## config.mk

```make
export PLATFORM = sky130hd
export DESIGN_NAME = pipelined_shifter
export DESIGN_NICKNAME = d
export VERILOG_FILES = /design/src/rtl/pipelined_shifter.sv
export SDC_FILE = /design/constraint.sdc
export NUM_CORES = 1
export LEC_CHECK = 0
export ABC_AREA = 1
export CORE_MARGIN = 2
export CORE_UTILIZATION = 45
export CTS_CLUSTER_DIAMETER = 50
export DETAILED_ROUTE_END_ITERATION = 10
export PLACE_DENSITY = 0.72
export SLEW_MARGIN = 20
export SYNTH_ARGS = -nofsm -noshare
export SYNTH_HDL_FRONTEND = slang
export SYNTH_SLANG_ARGS = --single-unit
```

## constraint.sdc

```tcl
create_clock -name clock -period 5.2 [get_ports clock]
set_input_delay 1.56 -clock clock [delete_from_list [all_inputs] [get_ports clock]]
set_output_delay 1.56 -clock clock [all_outputs]
set_load 0.05 [all_outputs]
```

## src/rtl/pipelined_shifter.sv

```systemverilog
// Pipelined barrel shifter (SLL/SRL/SRA, optional ROR) with valid/ready handshake and tag sideband.
// Define SHIFTER_ROTATE_EN to build the rotate path; otherwise op 11 behaves as SRL.
module pipelined_shifter #(
   parameter int WIDTH = 32,
   parameter int PIPE  = 0,
   parameter int TAGW  = 4,
   localparam int SHW  = $clog2(WIDTH)
) (
   input  logic             clock,
   input  logic             reset,
   input  logic             in_valid,
   output logic             in_ready,
   input  logic [WIDTH-1:0] in_data,
   input  logic [SHW-1:0]   in_shamt,
   input  logic [1:0]       in_op,
   input  logic [TAGW-1:0]  in_tag,
   output logic             out_valid,
   input  logic             out_ready,
   output logic [WIDTH-1:0] out_data,
   output logic [TAGW-1:0]  out_tag
);
   localparam int LAST = SHW - 1;

   logic stall;
   logic accept;

   // Inputs to each level (index 0 = largest shift) and each level's result
   logic [WIDTH-1:0] lvl_data  [0:LAST];
   logic [SHW-1:0]   lvl_shamt [0:LAST];
   logic [1:0]       lvl_op    [0:LAST];
   logic             lvl_fill  [0:LAST];
   logic [TAGW-1:0]  lvl_tag   [0:LAST];
   logic             lvl_valid [0:LAST];
   logic [WIDTH-1:0] shift_d   [0:LAST];

   logic             out_valid_q;
   logic [WIDTH-1:0] out_data_q;
   logic [TAGW-1:0]  out_tag_q;

   assign stall    = out_valid_q && !out_ready;
   assign in_ready = !stall;
   assign accept   = in_valid && !stall;

   assign lvl_data[0]  = in_data;
   assign lvl_shamt[0] = in_shamt;
   assign lvl_op[0]    = in_op;
   assign lvl_fill[0]  = in_data[WIDTH-1];
   assign lvl_tag[0]   = in_tag;
   assign lvl_valid[0] = accept;

   function automatic logic [WIDTH-1:0] level_shift(
      input logic [WIDTH-1:0] d,
      input logic [1:0]       op,
      input logic             fill,
      input int               amt
   );
      logic [WIDTH-1:0] fill_mask;
      fill_mask = ~({WIDTH{1'b1}} >> amt);
      case (op)
         2'b00:   level_shift = d << amt;
         2'b10:   level_shift = (d >> amt) | (fill ? fill_mask : '0);
`ifdef SHIFTER_ROTATE_EN
         2'b11:   level_shift = (d >> amt) | (d << (WIDTH - amt));
`endif
         default: level_shift = d >> amt;
      endcase
   endfunction

   genvar gi;
   generate
      for (gi = 0; gi < SHW; gi++) begin : g_level
         localparam int K = SHW - 1 - gi;
         assign shift_d[gi] = lvl_shamt[gi][K]
                            ? level_shift(lvl_data[gi], lvl_op[gi], lvl_fill[gi], 1 << K)
                            : lvl_data[gi];
      end

      if (PIPE != 0) begin : g_pipe
         logic [WIDTH-1:0] data_q  [1:LAST];
         logic [SHW-1:0]   shamt_q [1:LAST];
         logic [1:0]       op_q    [1:LAST];
         logic             fill_q  [1:LAST];
         logic [TAGW-1:0]  tag_q   [1:LAST];
         logic             valid_q [1:LAST];

         // Global stall: every stage holds together, bubbles included
         always_ff @(posedge clock) begin
            if (reset) begin
               for (int s = 1; s <= LAST; s++) begin
                  data_q[s]  <= '0;
                  shamt_q[s] <= '0;
                  op_q[s]    <= '0;
                  fill_q[s]  <= 1'b0;
                  tag_q[s]   <= '0;
                  valid_q[s] <= 1'b0;
               end
            end else if (!stall) begin
               for (int s = 1; s <= LAST; s++) begin
                  data_q[s]  <= shift_d[s-1];
                  shamt_q[s] <= lvl_shamt[s-1];
                  op_q[s]    <= lvl_op[s-1];
                  fill_q[s]  <= lvl_fill[s-1];
                  tag_q[s]   <= lvl_tag[s-1];
                  valid_q[s] <= lvl_valid[s-1];
               end
            end
         end

         for (gi = 1; gi <= LAST; gi++) begin : g_stage
            assign lvl_data[gi]  = data_q[gi];
            assign lvl_shamt[gi] = shamt_q[gi];
            assign lvl_op[gi]    = op_q[gi];
            assign lvl_fill[gi]  = fill_q[gi];
            assign lvl_tag[gi]   = tag_q[gi];
            assign lvl_valid[gi] = valid_q[gi];
         end
      end else begin : g_comb
         for (gi = 1; gi <= LAST; gi++) begin : g_stage
            assign lvl_data[gi]  = shift_d[gi-1];
            assign lvl_shamt[gi] = lvl_shamt[gi-1];
            assign lvl_op[gi]    = lvl_op[gi-1];
            assign lvl_fill[gi]  = lvl_fill[gi-1];
            assign lvl_tag[gi]   = lvl_tag[gi-1];
            assign lvl_valid[gi] = lvl_valid[gi-1];
         end
      end
   endgenerate

   // Output register doubles as the last pipeline stage when PIPE=1
   always_ff @(posedge clock) begin
      if (reset) begin
         out_valid_q <= 1'b0;
         out_data_q  <= '0;
         out_tag_q   <= '0;
      end else if (!stall) begin
         out_valid_q <= lvl_valid[LAST];
         out_data_q  <= shift_d[LAST];
         out_tag_q   <= lvl_tag[LAST];
      end
   end

   assign out_valid = out_valid_q;
   assign out_data  = out_data_q;
   assign out_tag   = out_tag_q;

endmodule
```

==> flow_metrics.env, run 1 <==
export IMPL_setup_viol=0
export IMPL_syn_area_sq_um=4630
export IMPL_crit_buf_inv=3
export IMPL_maxSlewViolCount=0
export IMPL_hp_class="reg2reg"
export IMPL_die_area_sq_um=11100
export IMPL_syn_avg_cell_area_sq_um=5.24
export IMPL_drc=0
export IMPL_globalplace_congestion=0.946
export IMPL_p_per_area_nw_per_um2=217
export IMPL_syn_nets=930
export IMPL_rsz0062_at_grt="no"
export IMPL_sw_frac_of_total_pct=43.7
export IMPL_cts_max_level=2
export IMPL_critPathLaunch="out_ready"
export IMPL_n_fill_cell=1084
export IMPL_final_cell_mix="nand2_1 (335), nand3_1 (163), clkdlybuf4s50_1 (83)"
export IMPL_cts_buffer_depth=2
export IMPL_drive_above_1_share_pct=7.41
export IMPL_hold_start="out_tag[3]"
export IMPL_vias_per_cell=5.48
export IMPL_skew_ns=0.00416
export IMPL_slowest_delay_ns=0.42
export IMPL_antenna_cells=0
export IMPL_cp_arrival_ns=2.76
export IMPL_synth_edf_count=0
export IMPL_start_util_pct=45.6
export IMPL_timing_rr_end="out_data[0]"
export IMPL_wl_per_cell_um=13.5
export IMPL_criticalPathCategory="in2out"
export IMPL_antenna_found_initial=0
export IMPL_track_usage_pct=26.5
export IMPL_layout_nets=977
export IMPL_numCtsBuffers=5
export IMPL_peakVddDrop_v=0.000131
export IMPL_root_buffer="clkbuf_8"
export IMPL_crit_chain="clkdlybuf4s50_1 -> nor2_1 -> inv_1 -> buf_12"
export IMPL_startpoint_type="input port"
export IMPL_max_slew_margin_rel_pct=39.1
export IMPL_pin_count=85
export IMPL_dp_cells=1059
export IMPL_power_share_sequential_pct=27.1
export IMPL_detail_route_antenna_nets=0
export IMPL_final_seq_area_sq_um=741
export IMPL_hold_viol=0
export IMPL_regToRegStartpoint="out_valid"
export IMPL_total_power_uw=1210
export IMPL_end_kind="output port"
export IMPL_worst_pin_slew_ns=0.913
export IMPL_synthToLayoutAreaGrowth_pct=20.2
export IMPL_synth_seq_cells=37
export IMPL_multi_input_area_sq_um=3420
export IMPL_async_reset_ff_share_pct=0
export IMPL_place_ws_ns=0.871
export IMPL_cp_required_ns=3.64
export IMPL_critPathTopFamily="buffers and inverters"
export IMPL_fin_crit_sh_pct=83.0
export IMPL_clock_sinks=37
export IMPL_postCtsSetupRepairBufs=0
export IMPL_synthFlopType="dfxtp_1"
export IMPL_setup_slack_ns=0.883
export IMPL_cts_resized=0
export IMPL_finalSetupTns_ns=0
export IMPL_status="completed"
export IMPL_cts_tree="done"
export IMPL_hold_path_depth=2
export IMPL_path_clk_slew_ns=0.07
export IMPL_clk_latency_ns=0.29
export IMPL_period_minus_slack_ns=4.32
export IMPL_hpwl_mm=10.5
export IMPL_rrSetupSlack_ns=3.31
export IMPL_core_area_sq_um=10100
export IMPL_grt_pass1_wl_mm=24.8
export IMPL_die_x_um=105
export IMPL_p_leak_uw=0.00273
export IMPL_ys_seq_area_share_pct=16.0
export IMPL_place_port_buffers=84
export IMPL_rr_worst_depth=7
export IMPL_internal_power_uw=679
export IMPL_timing_fmax_ghz=0.232
export IMPL_dr_pass1_iters=5
export IMPL_pwr_share_clk_pct=21.9
export IMPL_holdPathEnd="out_tag[3]"
export IMPL_ys_types=31
export IMPL_crit_fanout=8
export IMPL_p_switching_uw=527
export IMPL_yosysWarnings=0
export IMPL_grt_overflow=0
export IMPL_comb_power_share_pct=51.0
export IMPL_ctsHoldBuffers=0
export IMPL_final_common_cell="nand2_1"
export IMPL_die_h_um=105
export IMPL_cap_violations=0
export IMPL_via_count=5844
export IMPL_drtIter0Drc=616
export IMPL_layoutNonFillerInstCount=1067
export IMPL_grt_pass1_vias=5287
export IMPL_slowest_stage="nor2_1"
export IMPL_grt_max_degree=67
export IMPL_drt_total_wl_mm=14.4
export IMPL_rows=37
export IMPL_syn_instance_count=883
-- area by class of cell --
type | count | share of cell area (%)
Inverter | 41 | 2.77
Tap cell | 136 | 3.06
Timing Repair Buffer | 99 | 17.3
Clock buffer | 6 | 1.48
Sequential cell | 37 | 13.3
Multi-Input combinational cell | 746 | 61.4
Clock inverter | 2 | 0.674
-- cell families after synthesis --
family / after synthesis / synth area share (%)
AND/OR/NAND/NOR: 638 / 60.8
AO/OA/AOI/OAI: 108 / 13.1
buffers and inverters: 100 / 10.2
flip-flops: 37 / 16.0
-- cell usage after synthesis (6+ instances only) --
| cell | count | area share, % |
|---|---|---|
| nand2_1 | 335 | 27 |
| nand3_1 | 163 | 18 |
| nor2_1 | 71 | 5.8 |
| o21ai_0 | 60 | 6.5 |
| dfxtp_1 | 37 | 16 |
| inv_1 | 33 | 2.7 |
| nand4_1 | 30 | 4.1 |
| buf_2 | 28 | 3.0 |
| o21ai_1 | 18 | 1.9 |
| or2_2 | 16 | 2.2 |
| clkbuf_1 | 15 | 1.2 |
| a21oi_1 | 11 | 1.2 |
| a31oi_1 | 8 | 1.1 |
| nand3_2 | 8 | 1.7 |
| buf_4 | 6 | 0.97 |
| inv_2 | 6 | 0.49 |
| or2_1 | 6 | 0.81 |
-- state kept, by name, summed over array words and instances, names as in the netlist --
register   count
out_tag        4
out_valid      1
out_data      32
-- worst register-to-register path: stages, from the launching register on --
cell and delay [ns]:
dfxtp_1 0.33, inv_1 0.04, nor2_1 0.40, inv_1 0.18
buf_4 0.35, or2_2 0.36, nand3_1 0.08, inv_1 0.05
-- worst max-delay path by stage --
stage | cells past startpoint | end | slack [ns]
6_report | 4 | in_ready | 0.88
3_3_place_gp | 4 | in_ready | 0.94
5_1_grt | 4 | in_ready | 0.78
3_5_place_dp | 4 | in_ready | 0.87
2_1_floorplan | 4 | in_ready | 1.05
4_1_cts | 4 | in_ready | 0.86
-- power by group through the flow --
stage | registers [uW] | logic [uW] | clock network [uW]
finish | 326 | 616 | 264
global route | 331 | 683 | 289
CTS | 327 | 613 | 273
detailed placement | 333 | 611 | 0
global placement | 332 | 609 | 0
floorplan | 436 | 334 | 0
-- layer usage --
layer / vias to the layer above / track usage (%) / wire length (um)
met5: - / 0 / 0
met3: 20 / 3.53 / 758
li1: 3010 / - / -
met2: 181 / 45.7 / 6960
met4: 0 / 5.43 / 211
met1: 2633 / 35.3 / 6500
-- stage by stage --
| step | instance area (sq um) | utilization, % | hold slack, ns |
|---|---|---|---|
| after CTS | 5570 | 54.9 | 0.490 |
| final | 5570 | 54.9 | 0.483 |
| after floorplan | 4630 | - | 0.707 |
| after global routing | 5570 | 54.9 | 0.519 |
| after detailed placement | 5450 | 53.7 | 0.475 |
| after global placement | 5450 | 53.7 | 0.462 |
(Power assumes the default switching activity.)
==> run 2: changes to the inputs <==
--- a/config.mk
+++ b/config.mk
@@ -10,7 +10,7 @@
 export CORE_UTILIZATION = 45
 export CTS_CLUSTER_DIAMETER = 50
 export DETAILED_ROUTE_END_ITERATION = 10
-export PLACE_DENSITY = 0.72
+export PLACE_DENSITY = 0.75
 export SLEW_MARGIN = 20
 export SYNTH_ARGS = -nofsm -noshare
 export SYNTH_HDL_FRONTEND = slang
==> constraint.sdc (replaced) <==
create_clock -name clock -period 3.7 [get_ports clock]
set_input_delay 1.11 -clock clock [delete_from_list [all_inputs] [get_ports clock]]
set_output_delay 1.11 -clock clock [all_outputs]
set_load 0.05 [all_outputs]
==> run 2 against run 1 <==
Hold slack improved by 0.0064 ns. Combinational power grew 43%. Register-to-register slack lost 1.2 ns. Critical endpoint is now out_data[29]. First-iteration DRC count is 19% lower. Clock skew decreased by 0.00089 ns. Setup slack got worse by 0.35 ns. Core utilization increased by 0.74 points. Critical path depth up 11. Largest power group unchanged. Via count rose by 1.6%.
==> flow_metrics.env, run 2 (synthesis results as in run 1) <==
export IMPL_setup_viol=0
export IMPL_die_h_um=105
export IMPL_cp_arrival_ns=3.40
export IMPL_hold_viol=0
export IMPL_peakVddDrop_v=0.000166
export IMPL_hpwl_mm=11.0
export IMPL_pwr_share_clk_pct=17.2
export IMPL_hp_class="reg2reg"
export IMPL_criticalPathCategory="in2reg"
export IMPL_final_cell_mix="nand2_1 (335), nand3_1 (163), clkdlybuf4s50_1 (83)"
export IMPL_p_switching_uw=740
export IMPL_synthToLayoutAreaGrowth_pct=21.9
export IMPL_place_port_buffers=84
export IMPL_internal_power_uw=878
export IMPL_sw_frac_of_total_pct=45.7
export IMPL_start_util_pct=45.6
export IMPL_startpoint_type="input port"
export IMPL_cts_max_level=2
export IMPL_layout_nets=987
export IMPL_worst_pin_slew_ns=0.746
export IMPL_pin_count=85
export IMPL_total_power_uw=1620
export IMPL_met1_length_mm=6.57
export IMPL_wl_per_cell_um=13.7
export IMPL_via_count=5940
export IMPL_met2_length_mm=7.15
export IMPL_path_depth=15
export IMPL_largest_register_ffs=32
export IMPL_cp_required_ns=3.93
export IMPL_drc=0
export IMPL_track_usage_pct=26.2
export IMPL_slowest_delay_ns=0.46
export IMPL_critPathTopFamily="simple AND/OR/NAND/NOR gates"
export IMPL_power_share_sequential_pct=28.5
export IMPL_postCtsSetupRepairBufs=0
export IMPL_endpoint="out_data[29]"
export IMPL_regToRegStartpoint="out_valid"
export IMPL_rsz0062_at_grt="no"
export IMPL_skew_ns=0.00327
export IMPL_slowest_stage="clkdlybuf4s50_1"
export IMPL_maxSlewViolCount=0
export IMPL_die_x_um=105
export IMPL_p_leak_uw=0.00278
export IMPL_path_clk_slew_ns=0.08
export IMPL_hold_path_depth=2
export IMPL_timing_fmax_ghz=0.316
export IMPL_cts_buffer_depth=2
export IMPL_clk_latency_ns=0.29
export IMPL_drtIter0Drc=497
export IMPL_grt_pass1_vias=5293
export IMPL_clock_sinks=37
export IMPL_final_common_cell="nand2_1"
export IMPL_comb_power_share_pct=54.3
export IMPL_drive_above_1_share_pct=8.29
export IMPL_p_per_area_nw_per_um2=287
export IMPL_antenna_cells=0
export IMPL_antenna_found_initial=0
export IMPL_detail_route_antenna_nets=0
export IMPL_grt_overflow=0
export IMPL_max_slew_margin_rel_pct=50.1
export IMPL_root_buffer="clkbuf_8"
export IMPL_status="completed"
export IMPL_rrSetupSlack_ns=2.12
export IMPL_globalplace_congestion=0.922
export IMPL_cts_tree="done"
export IMPL_crit_buf_inv=2
export IMPL_crit_chain="clkdlybuf4s50_1 -> nor2_4 -> buf_4 -> nand2_1 -> nand3_1 -> nand3_1 -> nand2_1 -> nand2_1 -> o21ai_1 -> nand2_1 -> o21ai_2 -> nand3_1 -> nand2_1 -> nor2_1 -> nor2_1"
export IMPL_period_minus_slack_ns=3.17
export IMPL_die_area_sq_um=11100
export IMPL_grt_max_degree=67
export IMPL_highest_layer="met4"
export IMPL_cts_resized=0
export IMPL_drt_total_wl_mm=14.8
export IMPL_rows=37
export IMPL_rr_worst_depth=8
export IMPL_timing_rr_end="out_data[31]"
export IMPL_finalSetupTns_ns=0
export IMPL_end_kind="flip-flop"
export IMPL_numCtsBuffers=5
export IMPL_grt_pass1_wl_mm=24.6
export IMPL_core_area_sq_um=10100
export IMPL_critPathLaunch="in_op[0]"
export IMPL_crit_fanout=14
export IMPL_dr_pass1_iters=6
export IMPL_wl_met3_um=745
export IMPL_vias_per_cell=5.52
export IMPL_ctsHoldBuffers=0
export IMPL_fin_crit_sh_pct=85.6
export IMPL_cpMostUsedCell="nand2_1"
export IMPL_cap_violations=0
==> run 2: tightest hold or removal path: cells and delay by family (launching register included) <==
family	cells	cell delay [ns]
flip-flops	1	0.33
AND/OR/NAND/NOR	2	0.13
==> run 2: how the worst min path moves through the flow <==
| stage | startpoint | to | slack, ns |
|---|---|---|---|
| after floorplan | out_tag[0] | out_tag[0] | 0.71 |
| after global placement | out_tag[3] | out_tag[3] | 0.46 |
| after detailed placement | out_tag[1] | out_tag[1] | 0.47 |
| after CTS | out_tag[1] | out_tag[1] | 0.49 |
| after global routing | out_tag[1] | out_tag[1] | 0.52 |
| final | out_tag[1] | out_tag[1] | 0.49 |
==> run 2: cell type report <==
cell class,count,area (sq um)
multi-input combinational,746,3420
fill,1070,4500
sequential,37,741
clock buffer,6,72.6
clock inverter,2,10.0
tap,136,170
timing repair buffer,109,1080
inverter,41,154
==> run 2: power by group through the flow <==
stage                     logic (uW)  registers [uW]  clock network (uW)
after global placement           869             470                   0
after floorplan                  470             613                   0
after CTS                        873             461                 282
final                            878             461                 279
after detailed placement         870             470                   0
after global routing             967             466                 299
==> run 2: per-layer routing <==
layer / vias up / GRT usage [%]
li1: 3035 / -
met1: 2671 / 34.3
met2: 208 / 46.0
met5: - / 0
met4: 0 / 6.38
met3: 26 / 2.91
==> run 2: stage by stage <==
step / cell area, sq um / utilization [%] / setup slack (ns) / hold WS [ns] / instances
6_report: 5640 / 55.6 / 0.532 / 0.489 / 1077
5_1_grt: 5640 / 55.6 / 0.247 / 0.517 / 1077
4_1_cts: 5640 / 55.6 / 0.543 / 0.491 / 1077
3_5_place_dp: 5560 / 54.8 / 0.249 / 0.474 / 1069
3_3_place_gp: 5560 / 54.8 / 0.252 / 0.462 / 1069
2_1_floorplan: 4630 / - / 0.453 / 0.707 / 883
